==> src/rtl/song_transport_ctrl.sv <==
// Transport FSM and per-song ZBT address sequencer for the audio memory path.
// Addresses advance one word per three samples; a per-song length table bounds playback.
module song_transport_ctrl #(
    parameter int REGION_W = 16,
    parameter int ADDR_W   = 19
) (
    input  logic              clk,
    input  logic              reset,
    input  logic              ready,
    input  logic              btn_play,
    input  logic              btn_record,
    input  logic              btn_pause,
    input  logic              btn_stop,
    input  logic [3:0]        song_sel,
    output logic              start_song,
    output logic [3:0]        song_choice,
    output logic              record_mode,
    output logic              pause_song,
    output logic              song_done,
    output logic [ADDR_W-1:0] mem_addr,
    output logic [2:0]        state_out
);

    typedef enum logic [2:0] {
        S_IDLE   = 3'd0,
        S_START  = 3'd1,
        S_PLAY   = 3'd2,
        S_RECORD = 3'd3,
        S_PAUSED = 3'd4,
        S_DONE   = 3'd5
    } state_t;

    localparam logic [REGION_W-1:0] OFF_MAX = '1;

    state_t              r_state;
    logic                r_start_song;
    logic [3:0]          r_song_choice;
    logic                r_record_mode;
    logic                r_pause_song;
    logic                r_song_done;
    logic [1:0]          r_phase;
    logic [REGION_W-1:0] r_word_offset;
    logic [ADDR_W-1:0]   r_mem_addr;
    logic [REGION_W-1:0] r_len [16];

    logic                w_stop, w_rec, w_play, w_pause;
    logic                w_go_start;
    logic                w_word_step;
    logic [REGION_W-1:0] w_off_inc;
    logic [REGION_W-1:0] w_len_cur;

    // Only the highest-priority pulse acts: stop > record > play > pause.
    assign w_stop      = btn_stop;
    assign w_rec       = btn_record & ~btn_stop;
    assign w_play      = btn_play & ~btn_stop & ~btn_record;
    assign w_pause     = btn_pause & ~btn_stop & ~btn_record & ~btn_play;
    assign w_go_start  = ((r_state == S_IDLE) || (r_state == S_DONE)) && (w_rec || w_play);
    assign w_word_step = (r_phase == 2'd2);
    assign w_off_inc   = r_word_offset + 1'b1;
    assign w_len_cur   = r_len[r_song_choice];

    always_ff @(posedge clk) begin
        if (reset) begin
            r_state       <= S_IDLE;
            r_start_song  <= 1'b0;
            r_song_choice <= '0;
            r_record_mode <= 1'b0;
            r_pause_song  <= 1'b0;
            r_song_done   <= 1'b0;
            r_phase       <= '0;
            r_word_offset <= '0;
            r_mem_addr    <= '0;
            for (int unsigned i = 0; i < 16; i++) begin
                r_len[i] <= '0;
            end
        end else begin
            r_start_song <= 1'b0;
            if (w_go_start) begin
                // Counters are cleared on entry so START already presents offset 0.
                r_state       <= S_START;
                r_start_song  <= 1'b1;
                r_record_mode <= w_rec;
                r_song_choice <= song_sel;
                r_song_done   <= 1'b0;
                r_phase       <= '0;
                r_word_offset <= '0;
                r_mem_addr    <= {song_sel[2:0], {REGION_W{1'b0}}};
            end else begin
                case (r_state)
                    S_IDLE: ;
                    S_START: begin
                        if (r_record_mode) begin
                            r_state <= S_RECORD;
                        end else if (w_len_cur != '0) begin
                            r_state <= S_PLAY;
                        end else begin
                            r_state     <= S_DONE;
                            r_song_done <= 1'b1;
                        end
                    end
                    S_PLAY: begin
                        if (w_stop) begin
                            r_state <= S_IDLE;
                        end else if (r_word_offset == w_len_cur) begin
                            r_state     <= S_DONE;
                            r_song_done <= 1'b1;
                        end else if (w_pause) begin
                            r_state      <= S_PAUSED;
                            r_pause_song <= 1'b1;
                        end else if (ready) begin
                            if (w_word_step) begin
                                r_phase       <= '0;
                                r_word_offset <= w_off_inc;
                                r_mem_addr    <= {r_song_choice[2:0], w_off_inc};
                            end else begin
                                r_phase <= r_phase + 2'd1;
                            end
                        end
                    end
                    S_RECORD: begin
                        if (w_stop) begin
                            r_len[r_song_choice] <= r_word_offset;
                            r_state              <= S_IDLE;
                        end else if (w_pause) begin
                            r_state      <= S_PAUSED;
                            r_pause_song <= 1'b1;
                        end else if (ready) begin
                            if (w_word_step && (r_word_offset == OFF_MAX)) begin
                                // Region full: the offset saturates instead of wrapping.
                                r_len[r_song_choice] <= OFF_MAX;
                                r_phase              <= '0;
                                r_state              <= S_DONE;
                                r_song_done          <= 1'b1;
                            end else if (w_word_step) begin
                                r_phase       <= '0;
                                r_word_offset <= w_off_inc;
                                r_mem_addr    <= {r_song_choice[2:0], w_off_inc};
                            end else begin
                                r_phase <= r_phase + 2'd1;
                            end
                        end
                    end
                    S_PAUSED: begin
                        // record_mode doubles as the saved mode to resume into.
                        if (w_stop) begin
                            if (r_record_mode) begin
                                r_len[r_song_choice] <= r_word_offset;
                            end
                            r_state      <= S_IDLE;
                            r_pause_song <= 1'b0;
                        end else if (w_play || w_pause) begin
                            r_state      <= r_record_mode ? S_RECORD : S_PLAY;
                            r_pause_song <= 1'b0;
                        end
                    end
                    S_DONE: begin
                        if (w_stop) begin
                            r_state     <= S_IDLE;
                            r_song_done <= 1'b0;
                        end
                    end
                    default: r_state <= S_IDLE;
                endcase
            end
        end
    end

    assign start_song  = r_start_song;
    assign song_choice = r_song_choice;
    assign record_mode = r_record_mode;
    assign pause_song  = r_pause_song;
    assign song_done   = r_song_done;
    assign mem_addr    = r_mem_addr;
    assign state_out   = r_state;

endmodule

==> config.mk <==
export PLATFORM = sky130hd
export DESIGN_NAME = song_transport_ctrl
export DESIGN_NICKNAME = d
export VERILOG_FILES = /design/src/rtl/song_transport_ctrl.sv
export SDC_FILE = /design/constraint.sdc
export NUM_CORES = 1
export LEC_CHECK = 0
export BUFFER_PORTS_ARGS = -buffer_cell sky130_fd_sc_hd__buf_2
export CAP_MARGIN = 10
export CORE_MARGIN = 2
export CORE_UTILIZATION = 25
export CTS_CLUSTER_SIZE = 20
export DETAILED_ROUTE_END_ITERATION = 6
export PLACE_DENSITY = 0.49
export SLEW_MARGIN = 20
export SYNTH_ARGS = -nofsm -noshare
export SYNTH_HDL_FRONTEND = slang
export SYNTH_SLANG_ARGS = --single-unit
==> constraint.sdc <==
create_clock -name clk -period 7.4 [get_ports clk]
set_clock_uncertainty 0.05 [all_clocks]
set_input_delay 1.48 -clock clk [delete_from_list [all_inputs] [get_ports clk]]
set_output_delay 1.48 -clock clk [all_outputs]
set_load 0.02 [all_outputs]
==> run summary, run 1 <==
Worst skew pair latency: 520 ps
Yosys top cell by area: edfxtp_1
CTS Buffer Depth: 3
Post-CTS Setup Bufs: 0
DRT antenna net count: 0
Hold slack: 444.3 ps
Die area: 62260 um^2
Status: finished clean
Height of the die: 249.5 um
Crit path cell chain: ha_1, and3_1, nand4_1, nor3_2, nand3_1, and3b_1, nor2_1, nor3_4, nand2_1, nand2_1
CP endpoint kind: flip-flop
Vias/cell: 4.915
Antenna violations before repair: 3
Final wirelength: 43820 um
Cell mode on critical path: nand2_1
Peak VDD IR: 142.2 uV
Critical-path top delay cell: nand2_1
CTS tree: yes
Placed cell areas: 16000 um^2
Final Wtd Congestion: 0.8299
Fin crit share: 62.96%
Synthesized area: 15070 um^2
Layout cells sized above 1: 18.32%
CP Max Fanout: 18
Sw frac: 24.23%
Post-synth EDFFs: 256
# hold bufs at CTS: 0
Number of distinct library cells after synthesis: 73
Yosys reg bits: 308
Highest Clock Rate: 214.6 MHz
Top-area cell type share of the netlist area: 51.01%
Starting Density: 25.39%
Top_reg_cell synth: edfxtp_1
CP Launch Type: flip-flop
ANT cells: 0
Top cells by area, synth: edfxtp_1 (51%), and2_1 (7.2%), dfxtp_1 (6.9%), mux4_2 (5.4%), mux2i_1 (2.6%)
Core ar.: 59350 um^2
Syn nets: 1203
Non-filler instance count after layout: 1990
RSZ-0062 raised after global routing: no
Cell Int Power: 0.003065 W
Vias in the first global route: 9945
Most common library cells after synthesis: edfxtp_1 (256), and2_1 (173), clkbuf_1 (84)
Power Density: 236.8 nW/um^2
DR WL/cell: 22.02 um
Slew Limit Headroom: 27.69%
Final Hold Vio Count: 0
Combinational share of power: 9.0%
Flop pwr share: 49.3%
CTS Root Cell: clkbuf_16
# DRC: 0
First-pass GRT wire length: 65850 um
Max-slew violations: 0
Clk sinks: 308
Post-DP HPWL: 28710 um
Via count: 9781
Placed instance count: 1930
Final Critical Period: 4659 ps
Synth Instances: 1191
Min-delay worst type: flip-flop to flip-flop
Critical Path AT: 4740 ps
Lkg Pwr: 5.836 nW
Clock network power share: 41.7%
Clock-pin slew on the worst setup and hold paths: 60 ps
Fraction of registers with async set/reset: 0%
Most frequent cell after synthesis: edfxtp_1
Synthesized area per cell: 12.65 um^2
Largest net degree at the start of global routing: 37
Slew @ Worst Pin: 1081 ps
Seq/Total Area, Yosys: 57.92%
Port bufs: 40
Remaining global-route overflow: 0
Crit path max-delay family: simple AND/OR/NAND/NOR gates
Layout area overhead: 13.35%
Critical Path RT: 7480 ps
Critical setup path kind: flip-flop to flip-flop
Maxcap violations: 0
Die width: 249.5 um
Nets@finish: 1205
Row cnt: 89
Final setup vio count: 0
Yosys warns: 0
CP peak stage delay: 680 ps
Psw: 0.0009803 W
Post-CTS sizing: 0
CTS Buf Count: 34
1st-iter DRT viols: 745
Dpl ws: 2309 ps
All-layer global routing usage: 13.99%
CP bufs+invs: 0
H-tree levels: 2
Design Area, Final: 17080 um^2
Io pins: 41
DRT Pass-1 Iters: 5
Final worst setup slack: 2741 ps
Setup TNS: 0 ps
-- power groups by stage --
stage	Clock (W)	Combinational [W]	Sequential (W)
6_report	0.00169	0.000363	0.00200
5_1_grt	0.00179	0.000390	0.00200
4_1_cts	0.00172	0.000363	0.00200
3_5_place_dp	0	0.000362	0.00203
3_3_place_gp	0	0.000362	0.00203
2_1_floorplan	0	0.000264	0.00201
-- worst paths after layout --
kind / start / end / slack, ps / depth (start not counted)
worst min-delay path: flip-flop / flip-flop / 440 / 2
worst min register to register: flip-flop / flip-flop / 440 / 2
worst max-delay path: r_word_offset[0]$_SDFFE_PP0P_ / r_len[0][9]$_SDFFCE_PN0P_ / 2740 / 10
worst max register to register: r_word_offset[0]$_SDFFE_PP0P_ / r_len[0][9]$_SDFFCE_PN0P_ / 2740 / 10
-- registers in the layout, summed over array words and instances, names as in the netlist, named ones only --
| name | flops |
|---|---|
| start_song | 1 |
| song_choice | 4 |
| r_phase | 2 |
| r_word_offset | 16 |
| mem_addr | 3 |
| state_out | 3 |
| pause_song | 1 |
| r_len | 256 |
| record_mode | 1 |
| song_done | 1 |
-- worst min-delay path: cells and delay by family, from the launching register on --
kind | cells | cell delay [ps]
AOI/OAI and AO/OA | 1 | 70
DFF | 1 | 320
and+or+nand+nor | 1 | 50
-- final cells by class --
type                       instances  area, um^2
timing repair buffer              77       478.0
fill                            6025       42270
tap                              773       967.2
multi-input combinational        764        5793
sequential                       308        8733
clock buffer                      41       908.4
inverter                           8       30.03
clock inverter                    19       171.4
-- kinds of logic after synthesis --
family	synth area share, %
and+or+nand+nor	17.44
AOI/OAI and AO/OA	7.066
muxes	11.88
buffers and inverters	3.811
xor gates and xnor gates	1.802
adders and majority gates	0.08302
DFF	57.92
-- metrics by stage --
step / util, % / total power (W)
4_1_cts: 28.77 / 0.004083
2_1_floorplan: - / 0.002272
3_5_place_dp: 26.95 / 0.002395
3_3_place_gp: 26.93 / 0.002393
6_report: 28.78 / 0.004046
5_1_grt: 28.78 / 0.004185
-- placed cells by master (no fill, tap or decap), types with 5 or more instances in the layout --
cell type,instances
nor2_1,61
a21oi_1,17
or3_1,6
dfxtp_1,50
edfxtp_1,256
a31o_2,10
mux2_1,6
a31oi_1,16
nor2b_1,5
a22oi_1,8
nand3_1,9
mux2i_1,39
nor4_1,20
nor3_1,47
mux4_2,36
mux2_2,23
mux4_1,10
a211oi_1,14
nand2b_1,8
buf_4,37
clkbuf_1,5
o21ai_1,10
nand2_1,50
clkinv_1,8
or2_2,6
xor2_1,6
and3_1,55
and2_1,172
xnor2_1,25
o22ai_1,12
o21ai_0,23
buf_2,40
nand4_1,9
clkinv_2,6
inv_1,7
clkbuf_16,35
-- metal layers --
metal  wire length [um]  global-route usage, %
met3               3266                  3.327
met2              20030                  22.14
met5                  0                      0
met1              19650                  19.39
met4                885                  3.150
Note: power is estimated with default switching activity, not from simulation.
==> run 2, diff against run 1 <==
clock period = 4.7 ns   (was 7.4 ns; I/O delays follow)
==> run 2 against run 1 <==
  * Total power is 63% higher
  * Critical path depth stayed put
  * Non-clock buffer count is 35 higher
  * Combinational power is 64% higher
  * Clock power is 70% higher
  * Via count is 1.6% higher
  * Sequential share of layout area is 1.2 points lower
  * Core utilization is 0.69 points higher
  * Critical path type unchanged
==> run summary, run 2 (synthesis gave the netlist of run 1 again) <==
Non-filler instance count after layout: 2028
Layout area overhead: 16.07%
CTS Buffer Depth: 3
Sw frac: 23.26%
Fill count: 6041
Placed instance count: 1965
Crit path cell chain: buf_4, mux2_2, o22ai_1, a221oi_1, xnor2_1, nand3_1, a2111oi_4, and3_1, nor2_4, a31o_2
Final Hold Vio Count: 0
Worst skew pair latency: 520 ps
Remaining global-route overflow: 0
Clk sinks: 308
CP Max Fanout: 28
Starting Density: 25.39%
Commonest non-fill, non-tap cell in the layout: edfxtp_1
Maxcap violations: 0
CTS Buf Count: 35
Antenna violations before repair: 2
Most frequent cells in the layout: edfxtp_1 (256), and2_1 (173), buf_4 (68), nor2_1 (64), and3_1 (55)
Fin crit share: 82.69%
Flop pwr share: 47.5%
Die area: 62260 um^2
Clock network power share: 43.4%
Levels on crit path: 10
Post-CTS Setup Bufs: 0
Core ar.: 59350 um^2
Status: finished clean
Cells on Worst Hold Path: 2
Post-DP HPWL: 28700 um
Critical Path RT: 5060 ps
# hold bufs at CTS: 0
CP Launch Type: flip-flop
Post-CTS sizing: 0
CP peak stage delay: 660 ps
Power Density: 377.4 nW/um^2
Critical-path top delay cell: a2111oi_4
Number of flip-flops in the largest register: 256
Layout cells sized above 1: 20.16%
ANT cells: 0
Final wirelength: 43960 um
Crit path max-delay family: compound AO/OA/AOI/OAI gates
First-pass GRT wire length: 65830 um
Row cnt: 89
1st-iter DRT viols: 830
Die width: 249.5 um
Top reg by flops: r_len
DR WL/cell: 21.68 um
All-layer global routing usage: 13.95%
# DRC: 0
Final Critical Period: 3886 ps
Clock-pin slew on the worst setup and hold paths: 60 ps
Max-slew violations: 0
CP bufs+invs: 1
Highest Clock Rate: 257.3 MHz
Slew @ Worst Pin: 976.7 ps
DRT Pass-1 Iters: 5
Psw: 0.001535 W
CTS Root Cell: clkbuf_16
Nets@finish: 1241
Vias in the first global route: 9996
Largest net degree at the start of global routing: 34
RSZ-0062 raised after global routing: no
Critical Path AT: 4240 ps
H-tree levels: 2
Combinational share of power: 9.0%
Vias/cell: 4.899
CTS tree: yes
DRT antenna net count: 0
Final Wtd Congestion: 0.8231
Min-delay worst type: flip-flop to flip-flop
Port bufs: 40
Slew Limit Headroom: 34.80%
Lkg Pwr: 6.079 nW
Setup TNS: 0 ps
Io pins: 41
Via count: 9936
CP endpoint kind: flip-flop
Height of the die: 249.5 um
Peak VDD IR: 270.4 uV
Cell Int Power: 0.005066 W
Critical setup path kind: flip-flop to flip-flop
Reg2Reg Depth: 10
Final setup vio count: 0
## run 2: final timing paths
| path | startpoint | endpoint | slack (ps) |
|---|---|---|---|
| max | flip-flop | r_word_offset[6]$_SDFFE_PP0P_ | 810 |
| min | flip-flop | flip-flop | 410 |
| max reg2reg | flip-flop | r_word_offset[6]$_SDFFE_PP0P_ | 810 |
| min reg2reg | flip-flop | flip-flop | 410 |
## run 2: tightest hold or removal path, delay by kind of cell, from the launching register on
family | cells | cell delay [ps]
flops | 1 | 310
compound gates | 1 | 60
simple gates | 1 | 50
## run 2: final cells by class
cell class | count | area [um^2] | share of cell area [%]
Sequential cell | 308 | 8733 | 49.93
Multi-Input combinational cell | 764 | 5778 | 33.03
Tap cell | 773 | 967.2 | 5.529
Clock buffer | 45 | 955.9 | 5.465
Timing Repair Buffer | 112 | 790.8 | 4.521
Clock inverter | 18 | 236.5 | 1.352
Inverter | 8 | 30.03 | 0.1717
## run 2: per-layer routing
layer | up-vias | GRT usage (%) | share of wire [%]
met3 | 49 | 1.898 | 5.1
met2 | 273 | 23.50 | 48
li1 | 4530 | - | -
met1 | 5084 | 19.09 | 45
met4 | 0 | 3.046 | 1.8
met5 | - | 0 | 0
## run 2: per-stage QoR
step	util, %	area, um^2	hold slack, ps	total power [W]	worst slack, ps
2_1_floorplan	-	15070	464.0	0.003578	320.2
3_3_place_gp	27.46	16300	405.5	0.003788	835.8
3_5_place_dp	27.46	16300	408.1	0.003791	846.9
4_1_cts	29.47	17490	418.2	0.006656	819.1
5_1_grt	29.47	17490	449.5	0.006809	614.4
6_report	29.47	17490	412.9	0.006601	813.7
## run 2: power by group through the flow
stage	Sequential (W)	Clock, W	Combinational (W)
finish	0.00314	0.00287	0.000597
global route	0.00315	0.00302	0.000638
global placement	0.00319	0	0.000597
CTS	0.00314	0.00292	0.000600
detailed placement	0.00319	0	0.000598
floorplan	0.00316	0	0.000415
